<file path="src/rtl/lcd_write_arbiter_pkg.sv">
// ============================================================================
// lcd_write_arbiter_pkg : shared arbiter state encoding and requester indices
// Revision 1.0
// ============================================================================
`default_nettype none

package lcd_write_arbiter_pkg;

    typedef enum logic [1:0] {
        ST_IDLE = 2'd0,
        ST_OWN0 = 2'd1,
        ST_OWN1 = 2'd2,
        ST_TURN = 2'd3
    } arb_state_t;

    localparam logic REQ_GAME = 1'b0;
    localparam logic REQ_OVL  = 1'b1;

    function automatic logic [1:0] grant_of(input arb_state_t s);
        case (s)
            ST_OWN0: grant_of = 2'b01;
            ST_OWN1: grant_of = 2'b10;
            default: grant_of = 2'b00;
        endcase
    endfunction

endpackage

`default_nettype wire

</file>
<file path="src/rtl/lcd_out_stage.sv">
// ============================================================================
// lcd_out_stage : single-entry valid/ready output register with drain flag
// Revision 1.0
// ============================================================================
`default_nettype none

module lcd_out_stage (
    input  logic       clk,
    input  logic       rst_n,
    input  logic       push,
    input  logic [7:0] push_data,
    output logic       in_ready,
    input  logic       out_en,
    output logic       out_valid,
    output logic [7:0] out_data,
    output logic       drained
);

    logic       valid_q, valid_d;
    logic [7:0] data_q,  data_d;

    // A new byte may enter while the held one leaves in the same cycle.
    assign in_ready  = !valid_q | out_en;
    assign out_valid = valid_q;
    assign out_data  = data_q;
    assign drained   = !valid_q;

    always_comb begin
        valid_d = valid_q;
        data_d  = data_q;
        if (push) begin
            valid_d = 1'b1;
            data_d  = push_data;
        end else if (out_en) begin
            valid_d = 1'b0;
        end
    end

    always_ff @(posedge clk or negedge rst_n) begin
        if (!rst_n) begin
            valid_q <= 1'b0;
            data_q  <= 8'h00;
        end else begin
            valid_q <= valid_d;
            data_q  <= data_d;
        end
    end

endmodule

`default_nettype wire

</file>
<file path="src/rtl/lcd_write_arbiter.sv">
// ============================================================================
// lcd_write_arbiter : two-requester round-robin byte arbiter for the LCD port
// Revision 1.0
// ============================================================================
`default_nettype none

module lcd_write_arbiter
    import lcd_write_arbiter_pkg::*;
#(
    parameter int MAX_BURST = 64,
    parameter int WDOG      = 1024
) (
    input  logic       clk,
    input  logic       rst_n,
    input  logic       req0_valid,
    input  logic [7:0] req0_data,
    input  logic       req0_last,
    output logic       req0_ready,
    input  logic       req1_valid,
    input  logic [7:0] req1_data,
    input  logic       req1_last,
    output logic       req1_ready,
    input  logic       lcd_en,
    output logic [7:0] lcd_data,
    output logic       lcd_valid,
    output logic [1:0] grant,
    output logic       wdog_err
);

    localparam int BW = $clog2(MAX_BURST + 1);
    localparam int WW = $clog2(WDOG + 1);

    arb_state_t    state_q, state_d;
    logic          rr_q, rr_d;
    logic [BW-1:0] burst_q, burst_d;
    logic [WW-1:0] wdog_q, wdog_d;
    logic          wdog_err_q, wdog_err_d;

    logic       own0, own1, owner_valid, wdog_fire;
    logic       acc0, acc1, push, push_last;
    logic [7:0] push_data;
    logic       stg_ready, stg_drained;

    lcd_out_stage u_out_stage (
        .clk       (clk),
        .rst_n     (rst_n),
        .push      (push),
        .push_data (push_data),
        .in_ready  (stg_ready),
        .out_en    (lcd_en),
        .out_valid (lcd_valid),
        .out_data  (lcd_data),
        .drained   (stg_drained)
    );

    assign grant    = grant_of(state_q);
    assign wdog_err = wdog_err_q;

    always_comb begin
        state_d    = state_q;
        rr_d       = rr_q;
        burst_d    = burst_q;
        wdog_d     = wdog_q;
        wdog_err_d = wdog_err_q;

        own0        = (state_q == ST_OWN0);
        own1        = (state_q == ST_OWN1);
        owner_valid = (own0 & req0_valid) | (own1 & req1_valid);
        // Revoke on the WDOG-th consecutive idle cycle of the owner.
        wdog_fire   = (own0 | own1) & !owner_valid & (wdog_q == WW'(WDOG - 1));

        req0_ready = own0 & stg_ready & !wdog_fire;
        req1_ready = own1 & stg_ready & !wdog_fire;
        acc0       = req0_valid & req0_ready;
        acc1       = req1_valid & req1_ready;
        push       = acc0 | acc1;
        push_data  = acc1 ? req1_data : req0_data;
        push_last  = acc1 ? req1_last : req0_last;

        case (state_q)
            ST_IDLE: begin
                if (req0_valid && (!req1_valid || rr_q == REQ_GAME)) begin
                    state_d = ST_OWN0;
                    burst_d = '0;
                    wdog_d  = '0;
                end else if (req1_valid) begin
                    state_d = ST_OWN1;
                    burst_d = '0;
                    wdog_d  = '0;
                end
            end
            ST_OWN0, ST_OWN1: begin
                if (push) begin
                    burst_d = burst_q + BW'(1);
                    wdog_d  = '0;
                    if (push_last || burst_q == BW'(MAX_BURST - 1)) begin
                        state_d = ST_TURN;
                        rr_d    = own0 ? REQ_OVL : REQ_GAME;
                    end
                end else if (wdog_fire) begin
                    state_d    = ST_TURN;
                    rr_d       = own0 ? REQ_OVL : REQ_GAME;
                    wdog_err_d = 1'b1;
                end else if (!owner_valid) begin
                    wdog_d = wdog_q + WW'(1);
                end
            end
            ST_TURN: begin
                if (stg_drained) state_d = ST_IDLE;
            end
            default: state_d = ST_IDLE;
        endcase
    end

    always_ff @(posedge clk or negedge rst_n) begin
        if (!rst_n) begin
            state_q    <= ST_IDLE;
            rr_q       <= REQ_GAME;
            burst_q    <= '0;
            wdog_q     <= '0;
            wdog_err_q <= 1'b0;
        end else begin
            state_q    <= state_d;
            rr_q       <= rr_d;
            burst_q    <= burst_d;
            wdog_q     <= wdog_d;
            wdog_err_q <= wdog_err_d;
        end
    end

endmodule

`default_nettype wire

</file>
<file path="config.mk">
export PLATFORM = sky130hd
export DESIGN_NAME = lcd_write_arbiter
export DESIGN_NICKNAME = d
export VERILOG_FILES = /design/src/rtl/lcd_write_arbiter_pkg.sv /design/src/rtl/lcd_out_stage.sv /design/src/rtl/lcd_write_arbiter.sv
export SDC_FILE = /design/constraint.sdc
export NUM_CORES = 1
export LEC_CHECK = 0
export BUFFER_PORTS_ARGS = -buffer_cell sky130_fd_sc_hd__buf_4
export CORE_MARGIN = 1.5
export CORE_UTILIZATION = 45
export DETAILED_ROUTE_END_ITERATION = 10
export MAX_ROUTING_LAYER = met4
export PLACE_DENSITY = 0.69
export SYNTH_ARGS = -nofsm -noshare
export SYNTH_HDL_FRONTEND = slang
export SYNTH_HIERARCHICAL = 1
export SYNTH_SLANG_ARGS = --single-unit
export TNS_END_PERCENT = 5
</file>
<file path="constraint.sdc">
create_clock -name clk -period 5.9 [get_ports clk]
set_input_delay 0 -clock clk [delete_from_list [all_inputs] [get_ports clk]]
set_output_delay 0 -clock clk [all_outputs]
set_load 0.02 [all_outputs]
</file>
==> reports/metrics.csv, run 1 <==
stage,metric,value,unit
worst_setup_path,WP buf/inv,2,
worst_setup_path,Critical Path Source Type,flip-flop,
logic_synthesis,main flop type after synthesis,dfrtp_1,
sta,setup violators final,0,
grt,number of global-route vias before repair,1335,
power_and_ir_drop,switching power,530,uW
grt,largest net degree at the start of global routing,32,
run,maxcap violations,0,
power_and_ir_drop,Logic pwr share,56.8,%
worst_setup_path,"CP delay by family, top",simple AND/OR/NAND/NOR gates,
die,Initial Util,47.5,%
placement,Routability Congestion,0.852,
sta,"Hold Vio Cnt, Final",0,
sta,hold_ws,63.8,ps
sta,Final min period,2480,ps
sta,Tcrit/Tclk final,42.0,%
power_and_ir_drop,worst vdd ir,0.165,mV
logic_synthesis,Synth Area in Simple Gates,21.4,%
sta,clock skew,6.58,ps
final_layout,Layout area overhead,21.6,%
routing,Initial DRC Count,92,
die,Ports,37,
worst_setup_path,"Arr. time, crit path",2680,ps
power_and_ir_drop,power per cell area,529,nW/um^2
logic_synthesis,XOR/XNOR Fraction of Synth Area,0.902,%
logic_synthesis,largest family of logic cells by synthesized area,simple AND/OR/NAND/NOR gates,
routing,DRT Wirelength,4130,um
cts,cts bufs inserted,5,
logic_synthesis,Netlist cell types,44,
cts,clk_lat worst skew,290,ps
placement,DP Wirelength,2960,um
routing,DRC violations left,0,
worst_setup_path,CP max stage delay,430,ps
placement,placed cells,266,
logic_synthesis,"EDFF count, synth",0,
sta,maximum clock rate,404,MHz
final_layout,most frequent cells in the layout,"buf_4 (37), dfrtp_1 (31), nand2_1 (14)",
placement,Port-buffer cells,36,
final_layout,diode count,0,
grt,initial antenna violation count,0,
routing,Vias/cell,5.56,
grt,Tot GR Track Use,19.3,%
logic_synthesis,synthesized-area fraction occupied by adder cells,5.15,%
final_layout,FILL cells,358,
power_and_ir_drop,Sw Share,42.5,%
grt,global-route congestion overflow total,0,
die,DIE HEIGHT,68.7,um
logic_synthesis,Syn Std Cell Area,1940,um^2
worst_hold_path,HP Start,req1_data[5],
logic_synthesis,post-synthesis mux area share,14.7,%
final_layout,"commonest non-fill, non-tap cell in the layout",buf_4,
logic_synthesis,Synth Net Count,216,
logic_synthesis,syn avg cell area,10.5,um^2
routing,Via Count,1530,
final_layout,# nets final,255,
final_layout,Non-Filler Instances,275,
die,Die W,68.7,um
logic_synthesis,synth top area cells,"dfrtp_1 (40%), mux2_4 (7.0%), ha_1 (5.2%)",
logic_synthesis,post-synthesis cell count,185,
logic_synthesis,yosys warns,6,
run_status,status,finished clean,
worst_hold_path,HP Class,input pin to flip-flop,
routing,WL per Instance,15.0,um
cts,clock sink count,31,
logic_synthesis,#FFs+latches synth,31,
sta,relative slew slack,51.4,%
sta,Worst-Margin Slew,724,ps
sta,RSZ-0062 raised after global routing,no,
sta,final worst slack,3420,ps
cts,CTS tree,built,
cts,Clock Path Buffers,2,
worst_setup_path,Worst setup EP type,flip-flop,
logic_synthesis,Synth Area in Compound Gates,13.9,%
die,die area,4720,um^2
sta,setup total negative slack,0,ps
worst_setup_path,Worst Path Required,6100,ps
worst_setup_path,critical-path cell list,inv_1 > ha_1 > a22oi_4 > nand2b_1 > inv_1 > nor2_1 > nor2_1 > nor3_1,
cts,CTS H-tree lvls,2,
worst_setup_path,crit path from,state_q[0]$_DFFE_PN0P_,
power_and_ir_drop,Design Power,1.25,mW
placement,pre-CTS setup slack,3430,ps
logic_synthesis,Post-synth ARST share,100,%
power_and_ir_drop,Pleak,1.15,nW
worst_setup_path,WS Path Type,flip-flop to flip-flop,
power_and_ir_drop,Power Internal,719,uW
cts,hold_buf cts,1,
power_and_ir_drop,Clock Power Share,17.6,%
cts,CTS Root Cell,clkbuf_8,
grt,wire length of the first global-routing pass,6380,um
routing,ANT nets after route,0,
logic_synthesis,post-synth top area cell,dfrtp_1,
worst_setup_path,CP Max Fanout,11,
power_and_ir_drop,sequential power share,25.5,%
final_layout,ratio of cells with drive above 1 in the final layout,31.1,%
worst_setup_path,Crit-path slowest cell,dfrtp_1,
cts,postcts setup bufs,0,
cts,Resized Gates After CTS,0,
die,Rows,23,
worst_setup_path,RR Startpoint,state_q[0]$_DFFE_PN0P_,
logic_synthesis,"Seq/Total Area, Yosys",39.9,%
routing,DRT Pass-1 Iters,4,
die,core box area,4090,um^2
cts,"CTS clk-pin slew, worst paths",70,ps
logic_synthesis,Yosys top cell area share,39.9,%
sta,Final Max Slew Viols,0,
[synthesized netlist by cell type (2+ instances only)]
master     n
dfrtp_1   31
nand2b_1   4
a21o_1     2
ha_1       8
mux2_2     8
nand3_1    5
nor2_1    10
and4b_1    2
o31ai_1    3
and3_1     7
or3_1      5
xor2_1     2
nand4_1    6
a31oi_1    2
mux2i_1    6
nand2_1   14
buf_2      3
nor3_1     4
o21ai_0   12
buf_6      3
and4_1     2
inv_1      8
mux2_4     9
nand4b_1   2
a21oi_1    8
[state kept, by name, summed over array words and instances, names as in the netlist]
signal and flops:
burst_q 7, u_out_stage/out_data 8, u_out_stage/out_valid 1, state_q 2
rr_q 1, wdog_err 1, wdog_q 11
[power groups by stage]
stage / Sequential [mW] / Clock (mW) / Combinational, mW
floorplan: 0.352 / 0 / 0.520
global placement: 0.319 / 0 / 0.704
detailed placement: 0.321 / 0 / 0.711
CTS: 0.319 / 0.225 / 0.712
global route: 0.327 / 0.236 / 0.784
finish: 0.319 / 0.220 / 0.710
[routing by layer]
| metal | GRT usage, % | share of wire [%] | vias to the layer above |
|---|---|---|---|
| met5 | - | 0 | - |
| met4 | 6.62 | 1.3 | 0 |
| met3 | 6.33 | 3.9 | 4 |
| met2 | 27.3 | 45 | 27 |
| met1 | 26.0 | 49 | 735 |
| li1 | - | - | 764 |
[path summary, 6_finish.rpt]
| kind | to | slack [ps] | cells past startpoint |
|---|---|---|---|
| worst max register to register | wdog_q[6]$_DFFE_PN0P_ | 3420 | 8 |
| max in group asynchronous | wdog_q[10]$_DFFE_PN0P_ | 5420 | 2 |
| min in group asynchronous | wdog_q[0]$_DFFE_PN0P_ | 180 | 2 |
| worst max-delay path | wdog_q[6]$_DFFE_PN0P_ | 3420 | 8 |
| worst min register to register | wdog_err$_DFFE_PN0P_ | 480 | 1 |
| worst min-delay path | u_out_stage/out_data[5]$_DFFE_PN0P_ | 60 | 3 |
[tightest hold or removal path: cells and delay by family]
kind / cells / cell delay [ps]
buffers and inverters: 1 / 70
muxes: 2 / 260
[logic make-up (layout without fill, tap and decap cells)]
| kind of cell | after synthesis | count (layout) |
|---|---|---|
| flip-flops | 31 | 31 |
| adder cells (fa/ha/maj) | 8 | 8 |
| AO/OA/AOI/OAI | 38 | 38 |
| XOR/XNOR | 2 | 2 |
| multiplexers | 23 | 23 |
| buffers and inverters | 14 | 54 |
| AND/OR/NAND/NOR | 69 | 69 |
[final cells by class]
type / instances / area [um^2] / area share, %
well taps: 50 / 62.6 / 2.65
repair buffers: 38 / 288 / 12.2
clock buffers: 6 / 82.6 / 3.50
clock inverters: 2 / 35.0 / 1.48
flip-flops and latches: 31 / 776 / 32.9
inverters: 8 / 30.0 / 1.27
multi-input cells: 140 / 1090 / 46.1
[metrics by stage]
stage / utilization, % / instance area [um^2]
6_report: 57.8 / 2360
3_5_place_dp: 54.7 / 2230
2_1_floorplan: - / 1940
4_1_cts: 57.8 / 2360
5_1_grt: 57.8 / 2360
3_3_place_gp: 54.7 / 2230
Power figures use the tool's default switching activity.
==> inputs of run 2 (changes only) <==
- ABC_AREA: unset -> 1
- PLACE_DENSITY: 0.69 -> 0.72
- clock period: 5.9 -> 2.25 ns (I/O delays scaled with it)
==> run 2 against run 1 <==
Compared with the run above: flip-flop and latch count did not move; first-iteration DRC count fell by 9.8%; global-route usage increased by 2.0 points; sequential power increased by 140%; largest power group unchanged.
==> reports/metrics.csv, run 2 <==
stage,metric,value,unit
worst_setup_path,Critical Path Source Type,flip-flop,
final_layout,diode count,0,
grt,largest net degree at the start of global routing,32,
power_and_ir_drop,Logic pwr share,53.7,%
logic_synthesis,Netlist cell types,28,
final_layout,max FFs per register,11,
logic_synthesis,syn avg cell area,7.93,um^2
worst_setup_path,Reg-to-Reg End,wdog_q[7]$_DFFE_PN0P_,
logic_synthesis,Synth Net Count,268,
sta,Final min period,2050,ps
final_layout,ratio of cells with drive above 1 in the final layout,26.1,%
die,Initial Util,47.0,%
logic_synthesis,#FFs+latches synth,31,
logic_synthesis,Syn Std Cell Area,1880,um^2
cts,clk_lat worst skew,290,ps
sta,RSZ-0062 raised after global routing,no,
worst_setup_path,reg2reg path depth,13,
routing,ANT nets after route,0,
worst_setup_path,crit path to,wdog_q[7]$_DFFE_PN0P_,
logic_synthesis,main flop type after synthesis,dfrtp_1,
worst_setup_path,crit path from,state_q[1]$_DFFE_PN0P_,
logic_synthesis,Synth Area in Simple Gates,29.3,%
power_and_ir_drop,Design Power,2.92,mW
power_and_ir_drop,Pleak,1.25,nW
final_layout,"commonest non-fill, non-tap cell in the layout",nand2_1,
sta,setup violators final,0,
final_layout,most frequent cells in the layout,"nand2_1 (79), buf_4 (43), dfrtp_1 (31)",
power_and_ir_drop,Clock Power Share,19.7,%
final_layout,Top reg by flops,wdog_q,
cts,"CTS clk-pin slew, worst paths",70,ps
final_layout,Layout area overhead,25.5,%
sta,clock skew,6.05,ps
routing,DRC violations left,0,
logic_synthesis,Yosys top cell area share,41.3,%
power_and_ir_drop,sequential power share,26.6,%
logic_synthesis,"EDFF count, synth",0,
worst_setup_path,CP Max Fanout,12,
placement,DP Wirelength,2930,um
sta,Tcrit/Tclk final,91.0,%
worst_setup_path,"Arr. time, crit path",2260,ps
logic_synthesis,synthesized-area fraction occupied by adder cells,5.32,%
logic_synthesis,most frequent cell after synthesis,nand2_1,
cts,CTS Root Cell,clkbuf_8,
placement,Routability Congestion,0.882,
logic_synthesis,commonest cells in the netlist,"nand2_1 (80), dfrtp_1 (31), inv_1 (20)",
routing,DRT Pass-1 Iters,4,
sta,Final Max Slew Viols,0,
logic_synthesis,"Seq/Total Area, Yosys",41.3,%
logic_synthesis,Post-synth ARST share,100,%
die,die area,4580,um^2
power_and_ir_drop,Sw Share,44.4,%
power_and_ir_drop,switching power,1.30,mW
power_and_ir_drop,Power Internal,1.62,mW
final_layout,FILL cells,360,
cts,CTS H-tree lvls,2,
cts,Clock Path Buffers,2,
logic_synthesis,synth top area cells,"dfrtp_1 (41%), nand2_1 (16%), ha_1 (5.3%)",
routing,Initial DRC Count,83,
grt,Tot GR Track Use,21.3,%
sta,setup total negative slack,0,ps
cts,CTS tree,built,
worst_hold_path,worst hold stages,4,
die,Ports,37,
run_status,status,finished clean,
grt,number of global-route vias before repair,1649,
final_layout,# nets final,314,
sta,Worst-Margin Slew,396,ps
final_layout,final core occ,59.0,%
logic_synthesis,XOR/XNOR Fraction of Synth Area,4.66,%
logic_synthesis,post-synth top area cell,dfrtp_1,
routing,WL per Instance,12.2,um
sta,"Hold Vio Cnt, Final",0,
logic_synthesis,yosys warns,6,
sta,maximum clock rate,489,MHz
logic_synthesis,post-synthesis cell count,237,
die,DIE HEIGHT,67.6,um
die,Die W,67.6,um
run,maxcap violations,0,
logic_synthesis,largest family of logic cells by synthesized area,simple AND/OR/NAND/NOR gates,
worst_setup_path,WS Path Type,flip-flop to flip-flop,
die,core box area,4000,um^2
logic_synthesis,post-synthesis mux area share,4.79,%
routing,Via Count,1681,
logic_synthesis,Synth Area in Compound Gates,7.85,%
power_and_ir_drop,power per cell area,1240,nW/um^2
routing,DRT Wirelength,4080,um
routing,Vias/cell,5.03,
worst_setup_path,r2r setup slk,200,ps
cts,postcts setup bufs,0,
worst_setup_path,Worst setup EP type,flip-flop,
power_and_ir_drop,worst vdd ir,0.723,mV
cts,clock sink count,31,
sta,relative slew slack,73.6,%
placement,Port-buffer cells,36,
cts,cts bufs inserted,5,
die,Rows,23,
grt,global-route congestion overflow total,0,
worst_setup_path,Worst Path Required,2460,ps
grt,wire length of the first global-routing pass,7000,um
worst_setup_path,RR Startpoint,state_q[1]$_DFFE_PN0P_,
grt,initial antenna violation count,0,
worst_hold_path,HP Class,input pin to flip-flop,
[run 2: cell count changes in the layout (fill, tap and decap cells not counted), moves of 7 or more]
cell,change
mux2_4,-9
nand2_1,+65
and3_1,-7
nand3_1,+9
o21ai_0,-8
inv_1,+12
xor2_1,+7
o21ai_1,+10
[run 2: power by group through the flow]
stage / Sequential (mW) / Combinational (mW) / Clock, mW
4_1_cts: 0.777 / 1.56 / 0.589
3_3_place_gp: 0.786 / 1.52 / 0
5_1_grt: 0.789 / 1.74 / 0.614
2_1_floorplan: 0.881 / 0.990 / 0
3_5_place_dp: 0.786 / 1.54 / 0
6_report: 0.776 / 1.56 / 0.575
[run 2: through the flow]
stage | std cells | instance area (um^2) | hold WS [ps] | setup WS [ps]
6_report | 334 | 2360 | 18.9 | 203
5_1_grt | 334 | 2360 | 27.9 | 28.8
4_1_cts | 334 | 2350 | 8.36 | 131
3_5_place_dp | 325 | 2220 | -38.6 | 167
3_3_place_gp | 325 | 2220 | -37.1 | 196
2_1_floorplan | 237 | 1880 | -296 | 166
[run 2: per-layer routing]
metal / vias to the layer above / global-route usage (%) / share of wire, %
met5: - / - / 0
met4: 0 / 8.42 / 1.8
met3: 8 / 5.67 / 3.9
met2: 36 / 35.7 / 49
met1: 788 / 24.2 / 45
li1: 849 / - / -
[run 2: cell type report]
type,count,area [um^2],area share [%]
repair buffers,44,333,14.1
multi-input cells,178,986,41.8
flip-flops and latches,31,776,32.9
inverters,23,86.3,3.66
clock inverters,2,35.0,1.48
clock buffers,6,82.6,3.50
well taps,50,62.6,2.65
[run 2: worst min path at each step]
| stage | from | endpoint | slack, ps |
|---|---|---|---|
| 2_1_floorplan | rst_n | burst_q[0]$_DFFE_PN0P_ | -300 |
| 3_3_place_gp | rst_n | u_out_stage/out_valid$_DFFE_PN0P_ | -40 |
| 3_5_place_dp | rst_n | state_q[0]$_DFFE_PN0P_ | -40 |
| 4_1_cts | lcd_en | u_out_stage/out_valid$_DFFE_PN0P_ | 8 |
| 5_1_grt | lcd_en | u_out_stage/out_valid$_DFFE_PN0P_ | 30 |
| 6_report | lcd_en | u_out_stage/out_valid$_DFFE_PN0P_ | 20 |
[run 2: kinds of logic (layout without fill, tap and decap cells)]
kind of cell | after synthesis | count (layout)
and+or+nand+nor | 126 | 126
xor gates and xnor gates | 10 | 10
buffers and inverters | 28 | 75
AOI/OAI and AO/OA | 26 | 26
DFF | 31 | 31
muxes | 8 | 8
adders and majority gates | 8 | 8
[run 2: timing repair]
action	4_1_cts	5_1_grt
setup endpoints to repair	0	16
hold buffers	1	0
gates resized for setup	0	2
hold endpoints to repair	31	0
[run 2: worst max-delay path, stage by stage, from the launching register on]
cell and delay (ps):
dfrtp_1 340, inv_1 80, ha_1 320, inv_2 70
nor2_1 80, nand2_1 70, nor2_2 120, nand2_4 90
nand3_4 140, nand3_2 160, o21ai_2 160, buf_4 190
nand2_1 60, o21ai_1 70
